## src/rtl/uart_sched_pkg.sv

```systemverilog
// uart_sched_pkg: shared FSM state encoding and pin-protocol constants for the UART pin scheduler.
//   Toggle masks are XORed into the wrapper's control[3:2] direction bits to encode one command.
package uart_sched_pkg;

    typedef enum logic [2:0] {
        S_IDLE,
        S_ISSUE,
        S_HOLD,
        S_WAIT,
        S_CAPTURE,
        S_DONE
    } state_t;

    localparam logic [1:0] TGL_NONE = 2'b00;
    localparam logic [1:0] TGL_WR   = 2'b01;
    localparam logic [1:0] TGL_RD   = 2'b10;
    localparam logic [1:0] TGL_CLR  = 2'b11;
    localparam logic [1:0] RATE_OFF = 2'b00;

endpackage

```

## src/rtl/uart_pin_scheduler_rr_arb2.sv

```systemverilog
// rr_arb2: two-way round-robin arbiter with a priority-override subset.
//   clk, reset : clock, synchronous active-high reset
//   i_req      : request vector
//   i_pri      : requests eligible for override (e.g. reads)
//   i_pri_en   : when set and any eligible request is pending, only those compete
//   i_accept   : grant is consumed this cycle; advance the pointer
//   o_gnt      : one-hot grant (zero when nothing requests)
module rr_arb2 (
    input  logic       clk,
    input  logic       reset,
    input  logic [1:0] i_req,
    input  logic [1:0] i_pri,
    input  logic       i_pri_en,
    input  logic       i_accept,
    output logic [1:0] o_gnt
);

    logic       r_ptr;
    logic [1:0] w_pri_req;
    logic [1:0] w_cand;

    assign w_pri_req = i_req & i_pri;
    assign w_cand    = (i_pri_en && |w_pri_req) ? w_pri_req : i_req;
    // Contention is resolved by the pointer; a single candidate wins outright.
    assign o_gnt     = (&w_cand) ? (r_ptr ? 2'b10 : 2'b01) : w_cand;

    // The pointer moves past whichever requester was just granted.
    always_ff @(posedge clk) begin
        if (reset)
            r_ptr <= 1'b0;
        else if (i_accept && |o_gnt)
            r_ptr <= o_gnt[0];
    end

endmodule

```

## src/rtl/uart_pin_scheduler.sv

```systemverilog
// uart_pin_scheduler: shares the UART wrapper pin interface between two requesters plus a config port.
//   clk, reset          : clock, synchronous active-high reset
//   req_valid/write/wdata : per-requester byte read/write requests; req_ready pulses on grant
//   rsp_valid/rdata/err : per-requester completion pulse, read data and error flag
//   cfg_valid/clear/rate_sel : FIFO clear or rate-select command; cfg_ready pulses on accept
//   uart_control        : [3:2] toggle-encoded direction bits, [1:0] rate select
//   uart_tx_data        : byte to the wrapper; uart_rx_data/rts/err sampled from it
//   busy                : a command is in flight
module uart_pin_scheduler
    import uart_sched_pkg::*;
#(
    parameter logic [1:0] DefaultRateSel = 2'b01,
    parameter int         ReadLatency    = 2
) (
    input  logic        clk,
    input  logic        reset,
    input  logic [1:0]  req_valid,
    input  logic [1:0]  req_write,
    input  logic [15:0] req_wdata,
    output logic [1:0]  req_ready,
    output logic [1:0]  rsp_valid,
    output logic [7:0]  rsp_rdata,
    output logic        rsp_err,
    input  logic        cfg_valid,
    input  logic        cfg_clear,
    input  logic [1:0]  cfg_rate_sel,
    output logic        cfg_ready,
    output logic [3:0]  uart_control,
    output logic [7:0]  uart_tx_data,
    input  logic [7:0]  uart_rx_data,
    input  logic        uart_rts,
    input  logic        uart_err,
    output logic        busy
);

    // Last WAIT count before CAPTURE; unused when ReadLatency is 2 (WAIT is skipped).
    localparam logic [7:0] WAIT_LAST = 8'(ReadLatency - 3);

    state_t      r_state;
    state_t      w_next;
    logic [1:0]  r_dir;
    logic [1:0]  r_rate;
    logic [7:0]  r_cnt;
    logic        r_who;
    logic        r_write;
    logic        r_cfg;
    logic        r_zero;
    logic [7:0]  r_byte;
    logic [1:0]  w_gnt;
    logic [1:0]  w_who_mask;
    logic [7:0]  w_byte;
    logic        w_wr;
    logic        w_accept;
    logic        w_zero_wr;

    assign w_accept     = (r_state == S_IDLE) && !cfg_valid;
    assign w_byte       = w_gnt[1] ? req_wdata[15:8] : req_wdata[7:0];
    assign w_wr         = |(w_gnt & req_write);
    // The wrapper drops zero bytes, so such writes complete with an error and never touch the pins.
    assign w_zero_wr    = w_wr && (w_byte == 8'h00);
    assign w_who_mask   = {r_who, ~r_who};
    assign uart_control = {r_dir, r_rate};
    assign busy         = (r_state != S_IDLE);

    rr_arb2 u_arb (
        .clk      (clk),
        .reset    (reset),
        .i_req    (req_valid),
        .i_pri    (~req_write),
        .i_pri_en (uart_rts),
        .i_accept (w_accept),
        .o_gnt    (w_gnt)
    );

    always_ff @(posedge clk) begin
        if (reset) begin
            r_state <= S_IDLE;
            r_dir   <= 2'b00;
            r_rate  <= DefaultRateSel;
            r_cnt   <= 8'd0;
            r_who   <= 1'b0;
            r_write <= 1'b0;
            r_cfg   <= 1'b0;
            r_zero  <= 1'b0;
            r_byte  <= 8'h00;
        end else begin
            r_state <= w_next;
            r_cnt   <= (r_state == S_WAIT) ? r_cnt + 8'd1 : 8'd0;
            // Pin effects are registered on the grant edge so they appear in the ISSUE cycle.
            if (r_state == S_IDLE && cfg_valid) begin
                r_cfg   <= 1'b1;
                r_write <= 1'b0;
                r_zero  <= 1'b0;
                r_byte  <= 8'h00;
                r_dir   <= r_dir ^ (cfg_clear ? TGL_CLR : TGL_NONE);
                if (!cfg_clear && cfg_rate_sel != RATE_OFF)
                    r_rate <= cfg_rate_sel;
            end else if (w_accept && |w_gnt) begin
                r_cfg   <= 1'b0;
                r_who   <= w_gnt[1];
                r_write <= w_wr;
                r_byte  <= w_byte;
                r_zero  <= w_zero_wr;
                if (!w_zero_wr)
                    r_dir <= r_dir ^ (w_wr ? TGL_WR : TGL_RD);
            end
        end
    end

    always_comb begin
        w_next       = r_state;
        req_ready    = 2'b00;
        cfg_ready    = 1'b0;
        rsp_valid    = 2'b00;
        rsp_rdata    = 8'h00;
        rsp_err      = 1'b0;
        uart_tx_data = 8'h00;
        case (r_state)
            S_IDLE: begin
                cfg_ready = cfg_valid;
                req_ready = cfg_valid ? 2'b00 : w_gnt;
                if (cfg_valid)
                    w_next = S_ISSUE;
                else if (|w_gnt)
                    w_next = w_zero_wr ? S_DONE : S_ISSUE;
            end
            S_ISSUE: begin
                uart_tx_data = r_write ? r_byte : 8'h00;
                w_next       = S_HOLD;
            end
            S_HOLD: begin
                uart_tx_data = r_write ? r_byte : 8'h00;
                w_next       = (r_cfg || r_write) ? S_DONE : (ReadLatency == 2 ? S_CAPTURE : S_WAIT);
            end
            S_WAIT: begin
                w_next = (r_cnt == WAIT_LAST) ? S_CAPTURE : S_WAIT;
            end
            S_CAPTURE: begin
                rsp_valid = w_who_mask;
                rsp_rdata = uart_rx_data;
                // An empty RX FIFO reads back as zero.
                rsp_err   = uart_err || (uart_rx_data == 8'h00);
                w_next    = S_IDLE;
            end
            S_DONE: begin
                rsp_valid = r_cfg ? 2'b00 : w_who_mask;
                rsp_err   = !r_cfg && (uart_err || r_zero);
                w_next    = S_IDLE;
            end
            default: w_next = S_IDLE;
        endcase
    end

endmodule

```

## config.mk

```make
export PLATFORM = sky130hd
export DESIGN_NAME = uart_pin_scheduler
export DESIGN_NICKNAME = d
export VERILOG_FILES = /design/src/rtl/uart_sched_pkg.sv /design/src/rtl/uart_pin_scheduler_rr_arb2.sv /design/src/rtl/uart_pin_scheduler.sv
export SDC_FILE = /design/constraint.sdc
export NUM_CORES = 1
export LEC_CHECK = 0
export ABC_AREA = 1
export CAP_MARGIN = 20
export CORE_MARGIN = 8
export CORE_UTILIZATION = 60
export DETAILED_ROUTE_END_ITERATION = 10
export DONT_BUFFER_PORTS = 1
export MAX_ROUTING_LAYER = met4
export PLACE_DENSITY_LB_ADDON = 0.12
export RECOVER_POWER = 50
export SLEW_MARGIN = 10
export SYNTH_ARGS = -nofsm -noshare
export SYNTH_HDL_FRONTEND = slang
export SYNTH_SLANG_ARGS = --single-unit
```

## constraint.sdc

```tcl
create_clock -name clk -period 4.15 [get_ports clk]
set_input_delay 0.2075 -clock clk [delete_from_list [all_inputs] [get_ports clk]]
set_output_delay 0.2075 -clock clk [all_outputs]
set_load 0.03 [all_outputs]
```

==> results.yml, run 1 <==
yosys:
  synth_seq_cells: 28
  synth-edff-count: 0
  netlist_instances: 242
  ys_seq_area_share_pct: 35.00
  synth_nets: 279
  synthesis.area_um2: 1602
  synth_warnings: 0
  synthArstFlopShare_pct: 0
  avgSynthCellArea_um2: 6.618
  yosys.cell_types.count: 31
  synth_ff_type: "dfxtp_1"
clocking:
  cts_sinks: 28
  worstSkewPairLatency_ns: 0.32
  cts.repair.resized: 0
  cts-root-buf: "clkbuf_4"
  h-tree-depth: 1
  path_clk_slew_ns: 0.15
  cts_buffers: 3
  hold_buffers: 1
  tritoncts: "done"
  cts_buffer_depth: 2
  postCtsSetupBuffers: 0
timing:
  setup_violations: 0
  finalHoldViolCount: 0
  final.setup.tns_ns: 0
  worst_hold_slack_ns: 0.01808
  slew_headroom_pct: 36.59
  layout_min_cycle_time_ns: 2.311
  tightest_slew_ns: 0.9412
  maxSlewViolCount: 0
  rsz0062_at_grt: "false"
  finalClockSkew_ns: 0.003094
  period_share_pct: 55.69
  max_freq_mhz: 432.7
routing:
  viasPerCell: 5.489
  antenna_left: 0
  drt_pass1_iterations: 4
  wire_per_inst_um: 13.68
  drc_errors: 0
  finalWirelength_mm: 3.748
  route.vias.total: 1504
  drt_iter0_drc: 70
pwr:
  power.leakage_nw: 0.7128
  powerDensity_nw_per_um2: 364.4
  pwr-share-seq_pct: 52.4
  p_total_uw: 606.5
  comb_power_share_pct: 25.9
  intPower_uw: 390.1
  max-vdd-ir-drop_v: 0.0002789
  switching_share_pct: 35.68
  p_switching_uw: 216.4
  clockPowerShare_pct: 21.7
global_routing:
  grt_max_degree: 25
  antenna_found_initial: 0
  grtUsageTotal_pct: 16.97
  grt_pass1_wl_mm: 6.106
  grt-ovfl-total: 0
  grt_pass1_vias: 1404
floorplan:
  placementRows: 18
  die-area_um2: 4579
  coreArea_um2: 2500
  die_h_um: 67.67
  die_x_um: 67.67
  io_pins: 63
  start_util_pct: 64.06
worst_setup_path:
  cp_max_fo: 10
  start_kind: "flop"
  path_class: "flop to flop"
  timing.rr.end: "r_dir[1]"
  critical_path_arrival_ns: 2.58
  cp-end-kind: "flop"
  r2r-start: "r_state[1]"
  required_ns: 4.42
  r2r_cells: 10
  worst-r2r-setup-slack_ns: 1.84
run_status:
  outcome: "finished clean"
min_path:
  hp-class: "input port to flop"
  whs_path_depth: 2
  worstHoldEndpoint: "r_rate[0]"
  min_from: "cfg_rate_sel[0]"
layout:
  fin_nets: 282
  drive_gt1_share_pct: 7.377
  area_growth_syn_to_layout_pct: 3.906
  fillCellCount: 231
  n_antenna_cell: 0
  final_cells: 274
  utilization_pct: 66.57
placement:
  dp_cells: 269
  io_buffers: 0
  hpwl_mm: 3.006
  place.gp.congestion: 0.8188
job:
  drv_cap: 0
-- state kept, by name (all words and copies together), names as in the netlist --
name	flops
u_arb.r_ptr	1
r_zero	1
r_who	1
r_cnt	8
r_rate	2
r_state	3
r_cfg	1
r_byte	8
r_write	1
r_dir	2
-- per-stage QoR --
stage	setup slack (ns)	instance area, µm²
CTS	1.818	1664
floorplan	2.112	1602
detailed placement	1.843	1618
global placement	1.912	1618
finish	1.839	1664
global route	1.539	1664
-- kinds of logic (layout without fill, tap and decap cells) --
logic type                 Yosys count  after routing  synth area share, %
and+or+nand+nor                    120            120                34.14
buffers and inverters               48             50                11.87
AOI/OAI and AO/OA                   44             44                17.66
DFF                                 28             28                35.00
adders and majority gates            1              1               0.7811
xor gates and xnor gates             1              1               0.5470
-- critical path: stages (launching register included) --
cell and delay, ns:
dfxtp_1 0.37, nor2_1 0.14, nand2_1 0.27, nor2_1 0.61, inv_2 0.20, nor2_1 0.21
inv_1 0.06, nand2_1 0.07, xnor2_1 0.11, nand3_1 0.09, a21oi_1 0.14
-- worst max path at each step --
stage               start       end  slack [ns]  cells past startpoint
4_1_cts        r_state[1]  r_dir[1]        1.82                     10
3_5_place_dp   r_state[1]  r_dir[1]        1.84                     10
6_report       r_state[1]  r_dir[1]        1.84                     10
3_3_place_gp   r_state[1]  r_dir[1]        1.91                     10
5_1_grt        r_state[1]  r_dir[1]        1.54                     10
2_1_floorplan  r_state[1]  r_dir[1]        2.11                     10
-- routing by layer --
layer	track usage (%)	wire length, µm	share of wire, %
met1	20.69	1677	45
met2	27.10	1653	44
met3	3.974	381	10
met4	4.961	37	0.99
met5	-	0	0
-- placed cells by master (no fill, tap or decap), types with 2 or more instances in the layout --
cell type / count
nor4_1: 3
dfxtp_1: 28
nor2_1: 37
nand2_2: 2
nor2_2: 2
o21ai_1: 9
o21a_1: 4
a31oi_4: 2
nand2_4: 2
nor3_1: 4
o211ai_1: 2
a31oi_1: 4
nand3_1: 14
a21oi_1: 15
nand2_1: 46
inv_2: 3
clkbuf_4: 3
inv_1: 42
nand3b_1: 5
o21ai_0: 5
-- cell type report --
type	count	area, µm²	area share [%]
repair buffers	1	10.01	0.6015
clock buffers	4	36.28	2.180
multi-input cells	166	850.8	51.13
well taps	30	37.54	2.256
inverters	45	168.9	10.15
flip-flops and latches	28	560.5	33.68
-- power groups by stage --
stage / Combinational (mW) / Clock, mW / Sequential, mW
final: 0.157 / 0.132 / 0.318
after global routing: 0.178 / 0.143 / 0.320
after CTS: 0.157 / 0.134 / 0.318
after detailed placement: 0.155 / 0 / 0.324
after global placement: 0.153 / 0 / 0.323
after floorplan: 0.134 / 0 / 0.319
-- synthesized netlist by cell type, drive strengths merged (4+ instances only) --
library cell | n | area, µm²
nand3 | 15 | 80.08
nor2 | 40 | 162.6
nor3 | 4 | 20.02
dfxtp | 28 | 560.5
nand3b | 5 | 37.54
nand2 | 50 | 207.7
inv | 45 | 168.9
a31oi | 6 | 67.56
a21oi | 16 | 83.83
o21a | 4 | 30.03
o21ai | 14 | 70.06
No activity file was read; power rests on OpenSTA's default activity.
==> inputs of run 2 (changes only) <==
CORE_UTILIZATION = 56   (was 60)
clock period = 2.1 ns   (was 4.15 ns; I/O delays follow)
==> run 2 against run 1 <==
  * Register-to-register slack lost 1.6 ns
  * First-iteration DRC count grew 23%
  * Non-clock buffer count grew 18
  * Clock skew grew 0.0044 ns
  * Via count grew 2.5%
  * Clock power grew 98%
  * Design area grew 9.1%
  * Critical path type unchanged
==> results.yml, run 2 (same netlist as run 1, synthesis figures left out) <==
worst_setup_path:
  crit_chain: "nor2_1 > nand2_1 > nor2_1 > inv_2 > nor2_2 > nand2_1 > dlygate4sd3_1 > a21oi_1"
  path_buf_inv: 2
  start_kind: "flop"
  required_ns: 2.37
  path_class: "flop to flop"
  crit_path_start: "r_state[1]"
  slowest_delay_ns: 0.56
  crit_end: "r_rate[1]"
  cpLargestDelayFamily: "buffers and inverters"
  critical_path_arrival_ns: 2.16
  slowest_stage: "dlygate4sd3_1"
  r2r-start: "r_state[1]"
  crit_cells: 8
  worst-r2r-setup-slack_ns: 0.20
  cp_max_fo: 10
  cp-end-kind: "flop"
  timing.rr.end: "r_rate[1]"
  r2r_cells: 8
layout:
  drive_gt1_share_pct: 8.015
  area_growth_syn_to_layout_pct: 13.36
  reg_top3: "r_byte: 8 flops, r_cnt: 8 flops, r_state: 3 flops"
  fin_nets: 300
  final_cell_mix: "nand2_1 (46), inv_1 (42), nor2_1 (36), dfxtp_1 (28), a21oi_1 (16)"
  n_antenna_cell: 0
  layout_commonest_cell: "nand2_1"
pwr:
  p_total_mw: 1.229
  p_switching_uw: 434.8
  pwr-share-seq_pct: 51.0
  clockPowerShare_pct: 21.3
  powerDensity_nw_per_um2: 677.0
  max-vdd-ir-drop_v: 0.0004255
  power.leakage_nw: 0.7791
  comb_power_share_pct: 27.7
  intPower_uw: 794.2
  switching_share_pct: 35.38
routing:
  drt_iter0_drc: 86
  antenna_left: 0
  drt_pass1_iterations: 4
  route.vias.total: 1541
  finalWirelength_mm: 3.951
  viasPerCell: 5.259
  drc_errors: 0
  wire_per_inst_um: 13.48
clocking:
  cts_buffer_depth: 2
  cts-root-buf: "clkbuf_4"
  cts_sinks: 28
  cts_buffers: 3
  path_clk_slew_ns: 0.15
  worstSkewPairLatency_ns: 0.33
  tritoncts: "done"
  postCtsSetupBuffers: 0
  h-tree-depth: 1
global_routing:
  grt_pass1_vias: 1522
  grt_pass1_wl_mm: 6.541
  grt_max_degree: 21
  antenna_found_initial: 0
  grtUsageTotal_pct: 16.23
  grt-ovfl-total: 0
timing:
  finalHoldViolCount: 0
  worst_hold_slack_ns: 0.02382
  layout_min_cycle_time_ns: 1.897
  period_share_pct: 90.34
  maxSlewViolCount: 0
  slew_headroom_pct: 60.18
  tightest_slew_ns: 0.5950
  max_freq_mhz: 527.1
  setup_violations: 0
  finalClockSkew_ns: 0.007533
  fin_ws_ns: 0.2028
  final.setup.tns_ns: 0
  rsz0062_at_grt: "false"
placement:
  place.gp.congestion: 0.7766
  io_buffers: 0
  hpwl_mm: 3.018
  pre_cts_ws_ns: 0.5187
floorplan:
  die_x_um: 69.48
  die_h_um: 69.48
  placementRows: 19
  die-area_um2: 4827
  io_pins: 63
  coreArea_um2: 2734
  start_util_pct: 58.58
job:
  drv_cap: 0
min_path:
  hp-class: "input port to flop"
  whs_path_depth: 4
  min_from: "req_wdata[0]"
run_status:
  outcome: "finished clean"
## run 2: cell types whose count changed in the layout (fill, tap and decap cells not counted), sizes merged
cell         change
buf              +2
clkbuf           +4
dlygate4sd3     +12
## run 2: power groups by stage
stage                     clock (mW)  sequential [mW]  combinational (mW)
after floorplan                    0            0.631               0.266
after global placement             0            0.639               0.326
after detailed placement           0            0.638               0.329
after CTS                      0.274            0.627               0.352
after global routing           0.292            0.633               0.381
final                          0.261            0.627               0.340
## run 2: how the worst min path moves through the flow
stage	to	slack (ns)
6_report	r_byte[0]	0.02
5_1_grt	r_byte[2]	0.02
4_1_cts	r_byte[0]	0.006
3_5_place_dp	r_state[1]	0.18
3_3_place_gp	r_dir[1]	0.18
2_1_floorplan	r_cfg	0.17
## run 2: repair_timing
item                                    CTS  global route
gates resized for setup                   0             1
hold buffers                             13             0
endpoints found under the hold margin    11             0
endpoints found under the setup margin    0             1
## run 2: final cells by class
class,instances,area [µm²]
clock buffer,4,36.28
fill,236,918.4
inverter,45,168.9
multi-input combinational,166,849.6
sequential,28,560.5
tap,31,38.79
timing repair buffer,19,161.4
## run 2: per-stage QoR
stage / std cells / cell area [µm²] / utilization (%)
floorplan: 242 / 1602 / -
global placement: 276 / 1664 / 60.87
finish: 293 / 1815 / 66.41
global route: 293 / 1815 / 66.41
CTS: 293 / 1831 / 66.96
detailed placement: 276 / 1664 / 60.87
## run 2: tightest hold or removal path: stages
cell	delay, ns
inv_1	0.03
nand2_1	0.05
nand2_2	0.07
a21oi_1	0.06
## run 2: routing by layer
layer / GRT usage, % / vias up / wire length, µm / part of all wire [%]
met4: 5.923 / 0 / 41 / 1.0
met3: 6.009 / 6 / 463 / 12
met5: - / - / 0 / 0
met1: 18.67 / 654 / 1797 / 45
met2: 25.20 / 65 / 1648 / 42
li1: - / 816 / - / -
==> inputs of run 3 (changes only) <==
CORE_MARGIN = not set   (was 8)
SLEW_MARGIN = 30   (was 10)
==> run 3 against run 2 <==
  * Total power rose by 3.0%
  * Critical path depth is the same
  * Combinational power increased by 11%
  * Clock-buffer cell count is the same
  * Sequential power hardly changed
  * Clock power barely moved
  * Wire length decreased by 11%
  * Worst hold slack lost 0.010 ns
==> results.yml, run 3 (same netlist as run 1, synthesis figures left out) <==
min_path:
  min_from: "req_wdata[0]"
  worstHoldEndpoint: "r_byte[0]"
  whs_path_depth: 4
  hp-class: "input port to flop"
worst_setup_path:
  worst-r2r-setup-slack_ns: 0.06
  slowest_stage: "dlygate4sd3_1"
  path_buf_inv: 2
  slowest_delay_ns: 0.62
  timing.rr.end: "r_byte[7]"
  r2r-start: "r_state[1]"
  cp_max_fo: 6
  crit_chain: "nor2_1 > nand2_1 > nor2_1 > inv_1 > a21oi_4 > o21ai_0 > a31oi_1 > dlygate4sd3_1"
  start_kind: "flop"
  required_ns: 2.37
  r2r_cells: 8
  cpLargestDelayFamily: "buffers and inverters"
  cp-end-kind: "flop"
  worst_path_most_repeated_cell: "nor2_1"
  path_class: "flop to flop"
  critical_path_arrival_ns: 2.32
placement:
  dp_cells: 277
  io_buffers: 0
  place.gp.congestion: 0.8668
  hpwl_mm: 2.501
  pre_cts_ws_ns: 0.3805
clocking:
  tritoncts: "done"
  worstSkewPairLatency_ns: 0.33
  cts-root-buf: "clkbuf_4"
  h-tree-depth: 1
  cts_buffers: 3
  path_clk_slew_ns: 0.15
  cts_sinks: 28
  cts_buffer_depth: 2
layout:
  drive_gt1_share_pct: 11.61
  fillCellCount: 234
  layout_commonest_cell: "nand2_1"
  final_cell_mix: "nand2_1 (46), inv_1 (41), nor2_1 (36), dfxtp_1 (27), a21oi_1 (15)"
  area_growth_syn_to_layout_pct: 17.27
  fin_nets: 305
  reg_top3: "r_byte: 8 flops, r_cnt: 8 flops, r_state: 3 flops"
  n_antenna_cell: 0
  final_cells: 298
global_routing:
  grt_max_degree: 16
  grt_pass1_wl_mm: 5.347
  antenna_found_initial: 0
  grt_pass1_vias: 1330
  grtUsageTotal_pct: 22.06
  grt-ovfl-total: 0
floorplan:
  die_h_um: 55.48
  die_x_um: 55.48
  placementRows: 19
  io_pins: 63
  coreArea_um2: 2734
  die-area_um2: 3077
  start_util_pct: 58.58
routing:
  route.vias.total: 1599
  drt_iter0_drc: 87
  antenna_left: 0
  drt_pass1_iterations: 4
  drc_errors: 0
  wire_per_inst_um: 11.73
  finalWirelength_mm: 3.497
  viasPerCell: 5.366
timing:
  fin_ws_ns: 0.05777
  layout_min_cycle_time_ns: 2.042
  maxSlewViolCount: 0
  finalHoldViolCount: 0
  tightest_slew_ns: 0.5891
  setup_violations: 0
  finalClockSkew_ns: 0.009184
  max_freq_mhz: 489.7
  slew_headroom_pct: 60.58
  period_share_pct: 97.25
job:
  drv_cap: 0
pwr:
  power.leakage_nw: 0.8209
  powerDensity_nw_per_um2: 674.3
  max-vdd-ir-drop_v: 0.0005774
run_status:
  outcome: "finished clean"
## run 3: cell types whose count changed in the layout (fill, tap and decap cells not counted)
cell      previous run  this run
buf_4                2        10
o21ai_0              9         5
a21oi_4              0         1
inv_1               42        41
o21ai_1              5         9
inv_4                0         1
clkbuf_2             1         0
a21oi_1             16        15
dfxtp_2              0         1
dfxtp_1             28        27
clkbuf_1             3         1
## run 3: stage by stage
stage	cell area, µm²	hold WS (ns)	utilization (%)	total power, mW	setup TNS [ns]
2_1_floorplan	1602	0.1741	-	0.8966	0
3_3_place_gp	1672	0.1749	61.14	0.9646	0
3_5_place_dp	1672	0.1774	61.14	0.9673	0
4_1_cts	1838	0.004568	67.23	1.252	0
5_1_grt	1878	0.01568	68.70	1.334	-0.01188
6_report	1878	0.01369	68.70	1.266	0
## run 3: tightest hold or removal path, cell delays in order
cell and delay [ns]:
inv_1 0.03, nand2_1 0.05, nand2_2 0.07, a21oi_1 0.06
## run 3: cell type report
cell class / count / area [µm²] / share of cell area, %
Multi-Input combinational cell: 166 / 860.8 / 45.84
Sequential cell: 28 / 561.8 / 29.91
Timing Repair Buffer: 24 / 209.0 / 11.13
Inverter: 45 / 171.4 / 9.127
Tap cell: 31 / 38.79 / 2.065
Clock buffer: 4 / 36.28 / 1.932
## run 3: timing repair
action | in CTS | in global routing
endpoints found under the hold margin | 11 | 0
hold buffers | 13 | 0
setup buffers | 0 | 4
setup endpoints to repair | 0 | 2
gates resized for setup | 0 | 5
## run 3: worst max path at each step
stage               start        end  slack, ns  cells past startpoint
2_1_floorplan  r_state[1]   r_dir[1]       0.06                     10
3_3_place_gp   r_state[1]      r_who       0.46                      8
3_5_place_dp   r_state[1]      r_who       0.38                      8
4_1_cts        r_state[1]  r_byte[7]       0.06                      8
5_1_grt        r_state[1]  r_byte[7]      -0.01                      8
6_report       r_state[1]  r_byte[7]       0.06                      8
## run 3: power breakdown
part	leakage, nW	internal [mW]	switching [mW]
clock	0.0210	0.106	0.156
combinational	0.571	0.137	0.240
sequential	0.228	0.577	0.0503
## run 3: layer usage
layer	share of wire [%]	up-vias	global-route usage, %
li1	-	827	-
met1	48	694	28.44
met2	43	70	33.91
met3	6.2	8	3.513
met4	2.0	0	10.36
met5	0	-	-
